**config.mk**
```make
export PLATFORM = sky130hd
export DESIGN_NAME = regs_bus_arbiter
export DESIGN_NICKNAME = d
export VERILOG_FILES = /design/src/rtl/regs_bus_arbiter_pkg.sv /design/src/rtl/rr_lock_picker.sv /design/src/rtl/regs_bus_arbiter.sv
export SDC_FILE = /design/constraint.sdc
export NUM_CORES = 1
export LEC_CHECK = 0
export CORE_ASPECT_RATIO = 0.5
export CORE_MARGIN = 4
export CORE_UTILIZATION = 40
export CTS_BUF_LIST = sky130_fd_sc_hd__clkbuf_16
export CTS_CLUSTER_SIZE = 14
export DETAILED_ROUTE_END_ITERATION = 8
export PLACE_DENSITY = 0.88
export SYNTH_ARGS = -nofsm -noshare
export SYNTH_HDL_FRONTEND = slang
export SYNTH_SLANG_ARGS = --single-unit
```
**constraint.sdc**
```tcl
create_clock -name clk -period 2.2 [get_ports clk]
set_clock_uncertainty 0.15 [all_clocks]
set_input_delay 0.66 -clock clk [delete_from_list [all_inputs] [get_ports clk]]
set_output_delay 0.66 -clock clk [all_outputs]
set_load 0.02 [all_outputs]
```
**src/rtl/regs_bus_arbiter_pkg.sv**
```systemverilog
// Shared types and constants for the two-master register-port arbiter.
package regs_bus_arbiter_pkg;

    typedef enum logic [1:0] {
        ST_IDLE   = 2'd0,
        ST_ACCESS = 2'd1,
        ST_RESP   = 2'd2
    } state_e;

    localparam logic M0 = 1'b0;
    localparam logic M1 = 1'b1;

    localparam int unsigned LOCK_MAX_DEFAULT = 4;
    // Wide enough for the full 1..15 lock range.
    localparam int unsigned LOCK_CNT_W = 4;

endpackage

```
**src/rtl/rr_lock_picker.sv**
```systemverilog
// Round-robin winner selection with a bounded lock that lets the last owner keep the port.
module rr_lock_picker
    import regs_bus_arbiter_pkg::*;
#(
    parameter int unsigned LOCK_MAX = LOCK_MAX_DEFAULT
) (
    input  logic clk,
    input  logic rst,
    input  logic req0,
    input  logic req1,
    input  logic cur_master,
    input  logic grant_en,
    input  logic lock_sample_en,
    input  logic lock_in,
    output logic winner_c
);

    logic [LOCK_CNT_W-1:0] lock_cnt_q;
    logic [LOCK_CNT_W-1:0] lock_cnt_d;
    logic                  lock_flag_q;
    logic                  lock_flag_d;
    logic                  contended;
    logic                  lock_ok;

    always_comb begin
        lock_cnt_d  = lock_cnt_q;
        lock_flag_d = lock_flag_q;
        contended   = req0 & req1;
        lock_ok     = lock_flag_q && (lock_cnt_q < LOCK_CNT_W'(LOCK_MAX));

        if (contended) begin
            winner_c = lock_ok ? cur_master : ~cur_master;
        end else begin
            winner_c = req1 ? M1 : M0;
        end

        // Count only repeat grants won against a waiting peer; anything else resets the budget.
        if (grant_en) begin
            if (contended && (winner_c == cur_master)) begin
                lock_cnt_d = lock_cnt_q + LOCK_CNT_W'(1);
            end else begin
                lock_cnt_d = '0;
            end
        end

        if (lock_sample_en) begin
            lock_flag_d = lock_in;
        end
    end

    always_ff @(posedge clk) begin
        if (rst) begin
            lock_cnt_q  <= '0;
            lock_flag_q <= 1'b0;
        end else begin
            lock_cnt_q  <= lock_cnt_d;
            lock_flag_q <= lock_flag_d;
        end
    end

endmodule

```
**src/rtl/regs_bus_arbiter.sv**
```systemverilog
// Shares the register-file port between two cores; each grant yields exactly one
// single-cycle we/re strobe followed by a one-cycle ack to the owning master.
module regs_bus_arbiter
    import regs_bus_arbiter_pkg::*;
#(
    parameter int unsigned ADDR_W   = 22,
    parameter int unsigned DATA_W   = 32,
    parameter int unsigned LOCK_MAX = LOCK_MAX_DEFAULT
) (
    input  logic              clk,
    input  logic              rst,
    input  logic              m0_req,
    input  logic              m0_lock,
    input  logic              m0_we,
    input  logic [ADDR_W-1:0] m0_addr,
    input  logic [DATA_W-1:0] m0_wdata,
    output logic              m0_ack,
    output logic [DATA_W-1:0] m0_rdata,
    input  logic              m1_req,
    input  logic              m1_lock,
    input  logic              m1_we,
    input  logic [ADDR_W-1:0] m1_addr,
    input  logic [DATA_W-1:0] m1_wdata,
    output logic              m1_ack,
    output logic [DATA_W-1:0] m1_rdata,
    output logic [ADDR_W-1:0] s_addr,
    output logic              s_we,
    output logic              s_re,
    output logic [DATA_W-1:0] s_wdata,
    input  logic [DATA_W-1:0] s_rdata,
    output logic              busy,
    output logic              cur_master
);

    state_e              state_q,      state_d;
    logic [ADDR_W-1:0]   s_addr_q,     s_addr_d;
    logic [DATA_W-1:0]   s_wdata_q,    s_wdata_d;
    logic                we_q,         we_d;
    logic                s_we_q,       s_we_d;
    logic                s_re_q,       s_re_d;
    logic                m0_ack_q,     m0_ack_d;
    logic                m1_ack_q,     m1_ack_d;
    logic [DATA_W-1:0]   m0_rdata_q,   m0_rdata_d;
    logic [DATA_W-1:0]   m1_rdata_q,   m1_rdata_d;
    logic                busy_q,       busy_d;
    logic                cur_master_q, cur_master_d;

    logic                winner_c;
    logic                grant_en;
    logic                lock_sample_en;
    logic                owner_lock;

    assign grant_en       = (state_q == ST_IDLE) && (m0_req || m1_req);
    assign lock_sample_en = (state_q == ST_RESP);
    assign owner_lock     = (cur_master_q == M1) ? m1_lock : m0_lock;

    rr_lock_picker #(
        .LOCK_MAX (LOCK_MAX)
    ) u_picker (
        .clk            (clk),
        .rst            (rst),
        .req0           (m0_req),
        .req1           (m1_req),
        .cur_master     (cur_master_q),
        .grant_en       (grant_en),
        .lock_sample_en (lock_sample_en),
        .lock_in        (owner_lock),
        .winner_c       (winner_c)
    );

    always_comb begin
        state_d      = state_q;
        s_addr_d     = s_addr_q;
        s_wdata_d    = s_wdata_q;
        we_d         = we_q;
        s_we_d       = 1'b0;
        s_re_d       = 1'b0;
        m0_ack_d     = 1'b0;
        m1_ack_d     = 1'b0;
        m0_rdata_d   = m0_rdata_q;
        m1_rdata_d   = m1_rdata_q;
        busy_d       = busy_q;
        cur_master_d = cur_master_q;

        unique case (state_q)
            ST_IDLE: begin
                // Latch the winner's command so later changes on its bus are ignored.
                if (grant_en) begin
                    state_d      = ST_ACCESS;
                    cur_master_d = winner_c;
                    we_d         = (winner_c == M1) ? m1_we    : m0_we;
                    s_addr_d     = (winner_c == M1) ? m1_addr  : m0_addr;
                    s_wdata_d    = (winner_c == M1) ? m1_wdata : m0_wdata;
                    s_we_d       = we_d;
                    s_re_d       = ~we_d;
                    busy_d       = 1'b1;
                end
            end
            ST_ACCESS: begin
                state_d = ST_RESP;
                if (!we_q) begin
                    if (cur_master_q == M0) begin
                        m0_rdata_d = s_rdata;
                    end else begin
                        m1_rdata_d = s_rdata;
                    end
                end
                if (cur_master_q == M0) begin
                    m0_ack_d = 1'b1;
                end else begin
                    m1_ack_d = 1'b1;
                end
            end
            ST_RESP: begin
                state_d = ST_IDLE;
                busy_d  = 1'b0;
            end
            default: begin
                state_d = ST_IDLE;
                busy_d  = 1'b0;
            end
        endcase
    end

    always_ff @(posedge clk) begin
        if (rst) begin
            state_q      <= ST_IDLE;
            s_addr_q     <= '0;
            s_wdata_q    <= '0;
            we_q         <= 1'b0;
            s_we_q       <= 1'b0;
            s_re_q       <= 1'b0;
            m0_ack_q     <= 1'b0;
            m1_ack_q     <= 1'b0;
            m0_rdata_q   <= '0;
            m1_rdata_q   <= '0;
            busy_q       <= 1'b0;
            cur_master_q <= M1;
        end else begin
            state_q      <= state_d;
            s_addr_q     <= s_addr_d;
            s_wdata_q    <= s_wdata_d;
            we_q         <= we_d;
            s_we_q       <= s_we_d;
            s_re_q       <= s_re_d;
            m0_ack_q     <= m0_ack_d;
            m1_ack_q     <= m1_ack_d;
            m0_rdata_q   <= m0_rdata_d;
            m1_rdata_q   <= m1_rdata_d;
            busy_q       <= busy_d;
            cur_master_q <= cur_master_d;
        end
    end

    assign s_addr     = s_addr_q;
    assign s_wdata    = s_wdata_q;
    assign s_we       = s_we_q;
    assign s_re       = s_re_q;
    assign m0_ack     = m0_ack_q;
    assign m1_ack     = m1_ack_q;
    assign m0_rdata   = m0_rdata_q;
    assign m1_rdata   = m1_rdata_q;
    assign busy       = busy_q;
    assign cur_master = cur_master_q;

endmodule

```
==> impl_results.md <==
- # diodes: 0
- Crit-path slowest cell: clkdlybuf4s50_1
- Violated checks: negative setup slack
- Top delay family on crit path: buffers and inverters
- Power density cells: around 790 nW/um^2
- Post-synth EDFFs: 0
- Crit path capture type: output port
- Synth Flop Type: dfxtp_1
- Setup-failing EPs final: 1
- Antenna viol nets, final: 0
- Synth Area in Compound Gates: 29.4%
- CP cell instances: clkdlybuf4s50_1
- Ys async rst share: 0%
- DR WL/cell: 17.4 um
- Vias in the first global route: 5863
- Final worst slack: -3.21 ps
- Crit path max fanout: 2
- Final Power: 6.98 mW
- Grt ovf: 0
- Final hold viol count: 0
- Mux cell area share after synthesis: ~1.1%
- Synth area leader: dfxtp_1
- CTS max path bufs: 2
- CP max stage delay: ~640 ps
- Final Cell Area: about 9000 um^2
- Largest net degree at the start of global routing: 73
- Die area: 15100 um^2
- WP data required: approximately 1400 ps
- Initial antenna violation count: 0
- Count leader, synth: dfxtp_1
- Starting DRC count in detailed routing: ~500
- Synthesized flop and latch total: between 100 and 150
- Drt total wl: 18.8 mm
- Fillers: between 900 and 1000
- Total global-route track usage: 23.4%
- Clock transition at path regs: about 60 ps
- Hold WS: 299 ps
- Total clock sinks: 132
- R2r setup slk: 380 ps
- Placed Cells: 1051
- Post-Synth Adder-Cell Area: less than 1%
- Main combinational cell family by area after synthesis: compound AO/OA/AOI/OAI gates
- Mapped Avg Cell Area: 8.09 um^2
- XOR/XNOR Fraction of Synth Area: 0%
- Worst Hold Class: flip-flop to flip-flop
- CTS tree: done
- Critical path type: flip-flop to output port
- RePlAce Congestion: just over 0.8
- Final Cycle Share: 100%
- Layout cell share with drive strength beyond 1: 7.56%
- Post-Syn Area: 5250 um^2
- Fin nets: ~1000
- Status: complete, but fails checks
- Max-Cap Viols: 0
- Post-synth top cells: 132 x dfxtp_1, 130 x nand2_1, 120 x a21oi_1, 67 x o21ai_0, 55 x a31oi_1
- Filler-free cell count of the finished design: ~1100
- Fin Setup TNS: -3.21 ps
- # DRC: 0
- Fin. max-slew vios: 0
- Startpoint Class: flip-flop
- Syn Nets: 798
- Peak VDD IR: between 0.5 and 0.6 mV
- Via Count: between 5000 and 6000
- Worst EP arrival: 1390 ps
- H-tree depth: 4
- Initial core utilization: 41.2%
- TritonCTS Buffers: 17
- Die X: 170 um
- I/O pin cnt: approximately 270
- Port Buffers: 271
- Core area: ~13000 um^2
- Area contributors post-synth: dfxtp_1 50%, a21oi_1 11%, nand2_1 9.3%
- Gate count of the mapped netlist: 649
- Slew at the pin closest to its max-slew limit: 443 ps
- Pleak: a little over 4 nW
- Hold buffers post-CTS: 0
- Ys Warns: 0
- Initial DRT Pass Iterations: 6
- Placed Instance Area: 8170 um^2
- Fmax: 454 MHz
- Avg Vias per Cell: roughly 5.4
- Root buf cell: clkbuf_16
- Post-CTS Setup Inserts: 0
- Slew margin rel.: 70.5%
- Die Ht: between 80 and 90 um
- Dpl hpwl: 13.0 mm
- Clk Latency, worst-skew pair: between 300 and 400 ps
- First-pass GRT wire length: 28.9 mm
- Layout area overhead: 69.0%
- Final min period: 2200 ps
- Synth top area share: slightly above 50%
- Yosys cell types: 37
- Synth Area in Simple Gates: 12.3%
- Sequential cell area fraction in the yosys report: roughly half
- Placement row count: 29
- Resized Gates After CTS: 3
- Worst path buffer plus inverter count: 1
[cell usage in the layout (no fill, tap or decap), types with 2 or more instances in the layout]
cell / instances
inv_1: 2
buf_4: 16
dlygate4sd2_1: 3
nor2_1: 5
nor2b_1: 2
o21ai_1: 42
nand3_1: 2
dfxtp_1: 132
clkinvlp_4: 3
buf_2: 2
a21oi_1: 120
dlymetal6s2s_1: 57
o21ai_0: 67
inv_6: 6
and2_1: 2
nand2b_1: 2
clkdlybuf4s50_1: 209
and3_1: 3
a31oi_1: 55
nand2_1: 130
buf_12: 10
clkbuf_16: 17
clkinv_4: 2
nor3b_4: 2
[kinds of logic after synthesis]
logic type                 Yosys count
AOI/OAI and AO/OA                  291
adders and majority gates            1
buffers and inverters               67
DFF                                132
muxes                                4
and+or+nand+nor                    154
[routing by layer]
metal,part of all wire [%],wire length [um],GRT usage [%],vias to the layer above
li1,-,-,-,2787
met4,3.5,658,9.42,0
met2,51,9680,42.7,263
met5,0,0,0,-
met1,38,7200,27.0,2767
met3,6.9,1290,5.26,52
[area by class of cell]
type                    instances  area [um^2]  share of cell area [%]
well taps                     170          213                    2.40
inverters                       2         7.51                  0.0846
flip-flops and latches        132         2640                    29.8
clock buffers                  17          425                    4.79
multi-input cells             450         2290                    25.7
repair buffers                297         3160                    35.6
clock inverters                15          143                    1.61
[worst register-to-register path: cells and delay by family (launching register included)]
kind / cells / cell delay [ps]
flops: 1 / 340
buf+inv: 1 / 220
simple gates: 1 / 340
compound gates: 2 / 290
mux: 1 / 400
[worst paths after layout]
| path | endpoint | depth (start not counted) | start |
|---|---|---|---|
| worst min register to register | m0_rdata[19] | 2 | m0_rdata[19] |
| worst max register to register | s_addr[17] | 5 | u_picker.lock_flag_q |
| worst min-delay path | m0_rdata[19] | 2 | m0_rdata[19] |
| worst max-delay path | m0_rdata[15] | 1 | m0_rdata[15] |
[where the power goes]
part / total [mW] / switching (mW) / internal (mW)
clock network: 2.69 / 1.11 / 1.58
registers: 2.67 / 0.0955 / 2.58
logic: 1.61 / 0.835 / 0.779
total: 6.98 / 2.04 / 4.94
[sequential cells by signal, summed over array words and instances, names as in the netlist]
signal and flops:
busy 1, cur_master 1, m0_ack 1, m0_rdata 32, m1_ack 1, m1_rdata 32
s_addr 22, s_re 1, s_wdata 32, s_we 1, state_q 2, u_picker.lock_cnt_q 4
u_picker.lock_flag_q 1, we_q 1
[per-stage QoR]
step | utilization [%] | worst slack (ps)
floorplan | - | 386
global placement | 64.2 | -119
detailed placement | 64.2 | -212
CTS | 68.6 | 3.51
global route | 69.7 | -38.0
finish | 69.7 | -3.21
Power figures use the tool's default switching activity.
